**src/rtl/perf_counter_bank.sv**
```systemverilog
// perf_counter_bank: bank of per-event hardware counters with snapshot
// shadows, read out through a valid/ready command/response port.
// Reads of counters wider than the data bus take two beats (low, then high).
// Optional build macro PERF_CNT_SATURATE_EN: counters saturate at all-ones
// instead of wrapping to zero; overflow flags are set in both builds.
module perf_counter_bank #(
    parameter int NUM_EVENTS = 4,
    parameter int CNT_WIDTH  = 48,
    parameter int DATA_WIDTH = 32,
    parameter int IDX_WIDTH  = 4
) (
    input  logic                  clk,
    input  logic                  reset_n,
    input  logic [NUM_EVENTS-1:0] event_i,
    input  logic                  freeze_i,
    input  logic                  cmd_valid,
    output logic                  cmd_ready,
    input  logic [1:0]            cmd_op,
    input  logic [IDX_WIDTH-1:0]  cmd_idx,
    output logic                  rsp_valid,
    input  logic                  rsp_ready,
    output logic [DATA_WIDTH-1:0] rsp_data,
    output logic                  rsp_last,
    output logic [NUM_EVENTS-1:0] ovf_o
);

    localparam logic [1:0] OP_READ      = 2'b00;
    localparam logic [1:0] OP_SNAPSHOT  = 2'b01;
    localparam logic [1:0] OP_CLEAR     = 2'b10;
    localparam logic [1:0] OP_CLEAR_ALL = 2'b11;

    localparam bit TWO_BEATS = (CNT_WIDTH > DATA_WIDTH);

    typedef enum logic [1:0] {
        IDLE   = 2'd0,
        RSP_LO = 2'd1,
        RSP_HI = 2'd2
    } state_t;

    state_t state;
    state_t state_next;

    logic [CNT_WIDTH-1:0]    counter [NUM_EVENTS];
    logic [CNT_WIDTH-1:0]    shadow  [NUM_EVENTS];
    logic [IDX_WIDTH-1:0]    rd_idx;
    logic                    cmd_accept;
    logic [NUM_EVENTS-1:0]   clear_hit;
    logic [CNT_WIDTH-1:0]    shadow_sel;
    logic [2*DATA_WIDTH-1:0] shadow_ext;
    logic [DATA_WIDTH-1:0]   beat_lo;
    logic [DATA_WIDTH-1:0]   beat_hi;

    // cmd_ready depends on the state register only, never on cmd_valid.
    assign cmd_ready  = (state == IDLE);
    assign cmd_accept = cmd_valid && cmd_ready;

    // Per-channel clear strobe; an out-of-range CLEAR index matches no channel.
    always_comb begin
        clear_hit = '0;
        for (int i = 0; i < NUM_EVENTS; i++) begin
            if (cmd_accept && cmd_op == OP_CLEAR_ALL) begin
                clear_hit[i] = 1'b1;
            end else if (cmd_accept && cmd_op == OP_CLEAR && cmd_idx == IDX_WIDTH'(i)) begin
                clear_hit[i] = 1'b1;
            end
        end
    end

    // Event counters and sticky overflow flags; a clear beats a same-cycle event.
    always_ff @(posedge clk) begin
        if (!reset_n) begin
            for (int i = 0; i < NUM_EVENTS; i++) begin
                counter[i] <= '0;
            end
            ovf_o <= '0;
        end else begin
            for (int i = 0; i < NUM_EVENTS; i++) begin
                if (clear_hit[i]) begin
                    counter[i] <= '0;
                    ovf_o[i]   <= 1'b0;
                end else if (event_i[i] && !freeze_i) begin
                    if (counter[i] == {CNT_WIDTH{1'b1}}) begin
                        ovf_o[i] <= 1'b1;
`ifdef PERF_CNT_SATURATE_EN
                        counter[i] <= counter[i];
`else
                        counter[i] <= '0;
`endif
                    end else begin
                        counter[i] <= counter[i] + CNT_WIDTH'(1);
                    end
                end
            end
        end
    end

    // Shadow copies capture the pre-increment counter values on SNAPSHOT.
    always_ff @(posedge clk) begin
        if (!reset_n) begin
            for (int i = 0; i < NUM_EVENTS; i++) begin
                shadow[i] <= '0;
            end
        end else if (cmd_accept && cmd_op == OP_SNAPSHOT) begin
            for (int i = 0; i < NUM_EVENTS; i++) begin
                shadow[i] <= counter[i];
            end
        end
    end

    // Remember which channel a READ targets for the duration of its response.
    always_ff @(posedge clk) begin
        if (!reset_n) begin
            rd_idx <= '0;
        end else if (cmd_accept && cmd_op == OP_READ) begin
            rd_idx <= cmd_idx;
        end
    end

    // Response FSM state register.
    always_ff @(posedge clk) begin
        if (!reset_n) begin
            state <= IDLE;
        end else begin
            state <= state_next;
        end
    end

    // Next-state logic: READ starts a response, each handshake advances a beat.
    always_comb begin
        state_next = state;
        case (state)
            IDLE: begin
                if (cmd_accept && cmd_op == OP_READ) begin
                    state_next = RSP_LO;
                end
            end
            RSP_LO: begin
                if (rsp_ready) begin
                    state_next = TWO_BEATS ? RSP_HI : IDLE;
                end
            end
            RSP_HI: begin
                if (rsp_ready) begin
                    state_next = IDLE;
                end
            end
            default: state_next = IDLE;
        endcase
    end

    // Select the addressed shadow and split it into zero-extended beats.
    always_comb begin
        shadow_sel = '0;
        for (int i = 0; i < NUM_EVENTS; i++) begin
            if (rd_idx == IDX_WIDTH'(i)) begin
                shadow_sel = shadow[i];
            end
        end
        shadow_ext                = '0;
        shadow_ext[CNT_WIDTH-1:0] = shadow_sel;
        beat_lo = shadow_ext[DATA_WIDTH-1:0];
        beat_hi = shadow_ext[2*DATA_WIDTH-1:DATA_WIDTH];
    end

    // Response outputs decode from state; data is zero whenever no beat is valid.
    always_comb begin
        rsp_valid = 1'b0;
        rsp_data  = '0;
        rsp_last  = 1'b0;
        case (state)
            RSP_LO: begin
                rsp_valid = 1'b1;
                rsp_data  = beat_lo;
                rsp_last  = !TWO_BEATS;
            end
            RSP_HI: begin
                rsp_valid = 1'b1;
                rsp_data  = beat_hi;
                rsp_last  = 1'b1;
            end
            default: begin
                rsp_valid = 1'b0;
            end
        endcase
    end

endmodule
```
**config.mk**
```make
export PLATFORM = sky130hd
export DESIGN_NAME = perf_counter_bank
export DESIGN_NICKNAME = d
export VERILOG_FILES = /design/src/rtl/perf_counter_bank.sv
export SDC_FILE = /design/constraint.sdc
export NUM_CORES = 1
export LEC_CHECK = 0
export BUFFER_PORTS_ARGS = -buffer_cell sky130_fd_sc_hd__buf_2
export CORE_ASPECT_RATIO = 2
export CORE_MARGIN = 2
export CORE_UTILIZATION = 60
export DETAILED_ROUTE_END_ITERATION = 10
export GPL_ROUTABILITY_DRIVEN = 1
export PLACE_DENSITY_LB_ADDON = 0.3
export SLEW_MARGIN = 40
export SYNTH_ARGS = -nofsm -noshare
export SYNTH_HDL_FRONTEND = slang
export SYNTH_SLANG_ARGS = --single-unit
```
**constraint.sdc**
```tcl
create_clock -name clk -period 7 [get_ports clk]
set_input_delay 0.7 -clock clk [delete_from_list [all_inputs] [get_ports clk]]
set_output_delay 0.7 -clock clk [all_outputs]
set_load 0.02 [all_outputs]
```
==> impl_metrics.csv, run 1 <==
group,metric,value,unit
global_routing,grtUsageTotal,30.4,%
logic_synthesis,syn_inst,1720,
layout,fillers,2390,
worst_setup_path,ff2ff_setup_slack,3.84,ns
logic_synthesis,synth_warnings,0,
floorplan,rows,94,
timing,slew_headroom,43.1,%
clock_network,cts_tree,"built",
floorplan,die_w,133,µm
global_routing,grt_pass1_wl,79500,µm
logic_synthesis,synth_edf_count,384,
logic_synthesis,ys_seq_area_share,58.8,%
timing,fin_setup_tns,0,ns
detailed_routing,remaining_drc_errors,0,
clock_network,clock_latency,0.55,ns
power,pwr-share-clk,35.5,%
timing,maxSlewViolCount,0,
clock_network,ctsRootBufferMaster,"clkbuf_16",
detailed_routing,drt_iter0_markers,1465,
logic_synthesis,avgSynthCellArea,11.6,µm²
power,power_frac_comb,10.5,%
global_routing,grt_max_degree,99,
power,swShare,26.4,%
placed_design,pre_cts_slack,3.86,ns
power,p_seq_share,54.0,%
power,power.total,5.59,mW
timing,fmax,269,MHz
layout,multiInputGateArea,7870,µm²
placed_design,portBuffers,53,
timing,finalWorstSetupSlack,3.29,ns
layout,fin_nets,1771,
clock_network,htreeDepth,2,
clock_network,clock_sinks,394,
clock_network,cts_hold_buf,0,
logic_synthesis,synth-main-ff-cell,"edfxtp_1",
timing,rsz0062_at_grt,"no",
global_routing,antenna_found_initial,0,
worst_hold_path,whs_endpoint,"ovf_o[3]",
detailed_routing,wl_per_cell,23.8,µm
worst_setup_path,worstSetupEndpointType,"output port",
layout,final_common_cell,"edfxtp_1",
worst_setup_path,setup.worst_path.class,"reg -> out",
placed_design,dpl.hpwl,36600,µm
logic_synthesis,async_flop_share,0,%
logic_synthesis,synth_nets,1743,
layout,final_cell_mix,"384 x edfxtp_1, 212 x and2_1, 175 x nor2_1",
clock_network,numCtsBuffers,36,
logic_synthesis,ys_ff_latch,394,
worst_hold_path,hp-start,"ovf_o[3]",
detailed_routing,vias_per_cell,6.40,
floorplan,die_y,262,µm
worst_setup_path,crit_path_start_kind,"flip-flop",
power,switchingPower,1.47,mW
timing,hold_ws,0.476,ns
detailed_routing,ant_nets,0,
outcome,status,"complete, no violations",
timing,hold_viol,0,
power,intPower,4.12,mW
worst_hold_path,holdCritPathClass,"reg -> reg",
floorplan,start_util,60.8,%
timing,period_needed,3.71,ns
timing,clock-skew-final,0.0289,ns
worst_hold_path,min_path_cells,1,
power,irDropWorstVdd,213,µV
power,leakage,7.32,nW
clock_network,postCtsSetupRepairBufs,0,
clock_network,clockBufferDepth,3,
placed_design,post_dp_cell_area,20700,µm²
logic_synthesis,synth_cell_types,53,
layout,seq_area,11700,µm²
global_routing,grt-ovfl-total,0,
clock_network,cts_resized,0,
layout,areaGrowthSynthToFinish,9.68,%
global_routing,grt_pass1_vias,13800,
floorplan,ioPinCount,54,
power,power_density,256,nW/µm²
floorplan,coreArea,32800,µm²
clock_network,clk_pin_slew,0.07,ns
worst_setup_path,r2r_end,"counter[1][12]",
job,maxCapViolCount,0,
layout,drive_gt1_share,11.9,%
placed_design,routabilityCongestion,0.953,
timing,worst_slew_pin_slew,0.853,ns
timing,setup_viol,0,
detailed_routing,num_vias,14100,
worst_setup_path,crit_fanout,18,
worst_setup_path,cp.arrival,3.01,ns
worst_setup_path,cp.required,6.30,ns
detailed_routing,routed_wl,52600,µm
logic_synthesis,syn_area,20000,µm²
floorplan,dieArea,34800,µm²
worst_setup_path,r2r-start,"counter[1][23]",
layout,fin_area,21900,µm²
worst_setup_path,r2r_cells,6,
detailed_routing,dr.pass1.iters,6,
timing,fin_crit_sh,53.0,%
-- per-layer routing --
layer	vias up	global-route usage (%)	part of all wire [%]
met2	660	53.6	52
li1	6411	-	-
met1	6909	34.5	34
met4	0	21.7	8.2
met5	-	0	0
met3	167	3.16	6.0
-- power by group through the flow --
stage	clock (mW)	sequential, mW	combinational, mW
5_1_grt	2.08	3.04	0.630
3_5_place_dp	0	3.06	0.577
3_3_place_gp	0	3.06	0.545
6_report	1.98	3.02	0.589
2_1_floorplan	0	2.99	0.407
4_1_cts	2.00	3.01	0.582
-- Yosys cell counts (2+ instances only) --
| cell type | number | area [µm²] |
|---|---|---|
| o21ai_0 | 40 | 200 |
| mux2i_1 | 6 | 60.1 |
| dfxtp_1 | 10 | 200 |
| edfxtp_1 | 384 | 11500 |
| mux2_2 | 42 | 473 |
| buf_1 | 8 | 30.0 |
| nor4_4 | 2 | 42.5 |
| a21boi_0 | 2 | 15.0 |
| a21oi_1 | 56 | 280 |
| and4_1 | 11 | 96.3 |
| xnor2_1 | 46 | 403 |
| and3_1 | 24 | 150 |
| o31ai_1 | 20 | 150 |
| or2_2 | 6 | 37.5 |
| nand2b_1 | 3 | 18.8 |
| buf_6 | 3 | 33.8 |
| nor2_1 | 175 | 657 |
| nand3_1 | 84 | 420 |
| nor4_2 | 2 | 25.0 |
| inv_1 | 24 | 90.1 |
| nand4_1 | 74 | 463 |
| nor4b_1 | 2 | 17.5 |
| o22ai_1 | 43 | 269 |
| nor4_1 | 19 | 119 |
| ha_1 | 8 | 100 |
| nor2b_1 | 35 | 219 |
| nand2_1 | 75 | 282 |
| nor3_1 | 22 | 110 |
| and2_1 | 212 | 1330 |
| clkbuf_1 | 69 | 259 |
| a211o_1 | 2 | 17.5 |
| a211oi_1 | 24 | 180 |
| o211ai_1 | 2 | 15.0 |
| mux4_2 | 14 | 315 |
| xor2_1 | 81 | 709 |
| buf_2 | 5 | 25.0 |
| or4_1 | 26 | 195 |
| o21a_1 | 7 | 52.6 |
| or3_1 | 37 | 231 |
| nand3b_1 | 2 | 15.0 |
-- layout make-up --
cell class              instances  share of cell area [%]
inverters                      24                   0.412
multi-input cells            1216                    36.0
clock buffers                  50                    4.64
diodes                          3                  0.0343
flip-flops and latches        394                    53.6
repair buffers                 76                    2.24
clock inverters                16                   0.635
well taps                     432                    2.47
-- per-stage QoR --
stage	util, %	instances
global placement	62.7	2137
floorplan	-	1720
finish	66.7	2211
detailed placement	63.1	2141
CTS	66.6	2207
global route	66.7	2208
-- worst max-delay path by stage --
| stage | from | end | slack [ns] | cells after the start |
|---|---|---|---|---|
| floorplan | reset_n | shadow[0][0] | 1.43 | 2 |
| global placement | counter[3][0] | counter[3][21] | 3.78 | 6 |
| detailed placement | reset_n | shadow[3][23] | 3.86 | 4 |
| CTS | state[1] | rsp_data[20] | 3.31 | 5 |
| global route | state[1] | rsp_data[20] | 3.10 | 5 |
| finish | state[1] | rsp_data[20] | 3.29 | 5 |
-- kinds of logic after synthesis --
| group | share of synthesized area (%) |
|---|---|
| muxes | 4.25 |
| xor gates and xnor gates | 5.57 |
| buffers and inverters | 2.23 |
| and+or+nand+nor | 22.5 |
| DFF | 58.8 |
| adders and majority gates | 0.502 |
| AOI/OAI and AO/OA | 6.17 |
-- worst max-delay path: stages, from the launching register on --
cell and delay (ns):
dfxtp_1 0.38, inv_1 0.10, ha_1 0.68, nand3_1 0.66, a211oi_1 0.41, buf_2 0.23
-- sequential cells by signal, indices dropped and copies added (netlist names) --
name / cells
rd_idx: 4
state: 2
ovf_o: 4
shadow: 192
counter: 192
Power figures use the tool's default switching activity.
==> run 2: changes to the inputs <==
==> constraint.sdc (replaced) <==
create_clock -name clk -period 3.8 [get_ports clk]
set_input_delay 0.38 -clock clk [delete_from_list [all_inputs] [get_ports clk]]
set_output_delay 0.38 -clock clk [all_outputs]
set_load 0.02 [all_outputs]
==> run 2 against run 1 <==
Effect of this change:
- sequential share of layout area fell by 0.40 points
- sequential power rose by 83%
- critical path depth did not move
- combinational power rose by 87%
- via count rose by 0.66%
- count of clock-buffer cells in the layout fell by 2
==> impl_metrics.csv, run 2 (synthesis gave the netlist of run 1 again) <==
group,metric,value,unit
clock_network,cts_tree,"built",
clock_network,cts_resized,0,
floorplan,start_util,60.8,%
detailed_routing,vias_per_cell,6.41,
layout,fin_area,22100,µm²
detailed_routing,routed_wl,52100,µm
global_routing,antenna_found_initial,0,
timing,fin_crit_sh,91.2,%
worst_setup_path,crit_fanout,18,
timing,clock-skew-final,0.0200,ns
detailed_routing,ant_nets,0,
global_routing,grt-ovfl-total,0,
timing,period_needed,3.47,ns
detailed_routing,wl_per_cell,23.4,µm
placed_design,portBuffers,53,
detailed_routing,remaining_drc_errors,0,
floorplan,rows,94,
layout,reg.largest.list,"counter: 192 flops, shadow: 192 flops",
floorplan,die_y,262,µm
layout,n_antenna_cell,0,
placed_design,routabilityCongestion,1.00,
global_routing,gr-usage-met2,54.5,%
worst_setup_path,crit_path_start_kind,"flip-flop",
power,leakage,7.40,nW
layout,drive_gt1_share,12.4,%
power,irDropWorstVdd,458,µV
worst_hold_path,holdCritPathClass,"in -> reg",
worst_setup_path,cp_num_buf_inv,2,
detailed_routing,dr.pass1.iters,6,
power,swShare,25.6,%
timing,maxSlewViolCount,0,
clock_network,ctsRootBufferMaster,"clkbuf_16",
global_routing,met1_usage,33.7,%
power,power_density,475,nW/µm²
floorplan,ioPinCount,54,
floorplan,coreArea,32800,µm²
worst_setup_path,cp.required,3.42,ns
floorplan,dieArea,34800,µm²
timing,setup_viol,0,
global_routing,met3_usage,3.32,%
timing,rsz0062_at_grt,"no",
timing,slew_headroom,40.8,%
power,power_frac_comb,10.5,%
clock_network,clock_sinks,394,
global_routing,grt.busiest_layer,"met2",
job,maxCapViolCount,0,
clock_network,postCtsSetupRepairBufs,0,
worst_setup_path,worstSetupEndpointType,"output port",
placed_design,post_dp_cell_area,20800,µm²
clock_network,clk_pin_slew,0.06,ns
worst_setup_path,cp.arrival,3.09,ns
power,p_seq_share,52.9,%
worst_setup_path,critical_path.cell_chain,"inv_1, ha_1, nand3_1, a211oi_1, buf_2",
global_routing,grt_max_degree,84,
global_routing,grtUsageTotal,29.8,%
timing,hold_viol,0,
worst_setup_path,critPathMaxStageDelay,0.73,ns
floorplan,die_w,133,µm
layout,final_cell_mix,"384 x edfxtp_1, 212 x and2_1, 175 x nor2_1",
power,intPower,7.78,mW
clock_network,cts_hold_buf,0,
clock_network,clock_latency,0.55,ns
placed_design,dpl.hpwl,36600,µm
timing,worst_slew_pin_slew,0.881,ns
detailed_routing,num_vias,14200,
global_routing,grt_pass1_vias,13900,
outcome,status,"complete, no violations",
clock_network,htreeDepth,2,
detailed_routing,drt_iter0_markers,1451,
clock_network,numCtsBuffers,36,
timing,fin_setup_tns,0,ns
layout,areaGrowthSynthToFinish,10.5,%
worst_setup_path,setup.worst_path.class,"reg -> out",
layout,fin_nets,1786,
global_routing,grt_pass1_wl,78500,µm
power,pwr-share-clk,36.6,%
timing,fmax,288,MHz
clock_network,clockBufferDepth,3,
power,switchingPower,2.68,mW
worst_setup_path,crit_slowest_cell,"ha_1",
worst_setup_path,cp_top_family,"adder cells",
layout,final_common_cell,"edfxtp_1",
-- run 2: layout make-up --
cell class / instances / area (µm²)
tap: 432 / 541
clock buffer: 48 / 998
timing repair buffer: 91 / 638
multi-input combinational: 1216 / 7830
sequential: 394 / 11700
fill: 2405 / 10800
clock inverter: 18 / 223
inverter: 24 / 90.1
-- run 2: power groups by stage --
stage	clock [mW]	sequential (mW)	combinational (mW)
2_1_floorplan	0	5.49	0.750
3_3_place_gp	0	5.59	1.06
3_5_place_dp	0	5.61	1.08
4_1_cts	3.85	5.52	1.09
5_1_grt	3.99	5.57	1.18
6_report	3.84	5.53	1.10
-- run 2: path summary, 6_finish.rpt --
| check | startpoint | to | slack [ns] | cells after the start |
|---|---|---|---|---|
| max | state[0] | rsp_data[25] | 0.33 | 5 |
| min | cmd_idx[0] | rd_idx[0] | 0.17 | 3 |
| max reg2reg | counter[1][0] | counter[1][43] | 0.63 | 7 |
| min reg2reg | ovf_o[3] | ovf_o[3] | 0.47 | 1 |
-- run 2: through the flow --
stage          hold slack [ns]  cells  utilization (%)  total power [mW]  setup slack (ns)
2_1_floorplan            0.483   1720                -              6.24            0.0876
3_3_place_gp             0.453   2157             63.5              6.64             0.734
3_5_place_dp             0.454   2157             63.5              6.69             0.633
4_1_cts                  0.142   2223             67.2              10.5             0.358
5_1_grt                  0.178   2223             67.2              10.7             0.170
6_report                 0.167   2223             67.2              10.5             0.334
-- run 2: worst reg2reg max path: cells and delay by family (launching register included) --
kind / cells / cell delay [ns]
buffers and inverters: 1 / 0.33
adders and majority gates: 1 / 0.24
DFF: 1 / 0.42
AOI/OAI and AO/OA: 1 / 0.46
and+or+nand+nor: 4 / 1.47
-- run 2: layer usage --
metal	vias to the layer above	wire, µm
li1	6451	-
met1	7012	18400
met3	159	3130
met5	-	0
met2	619	27200
met4	0	3290
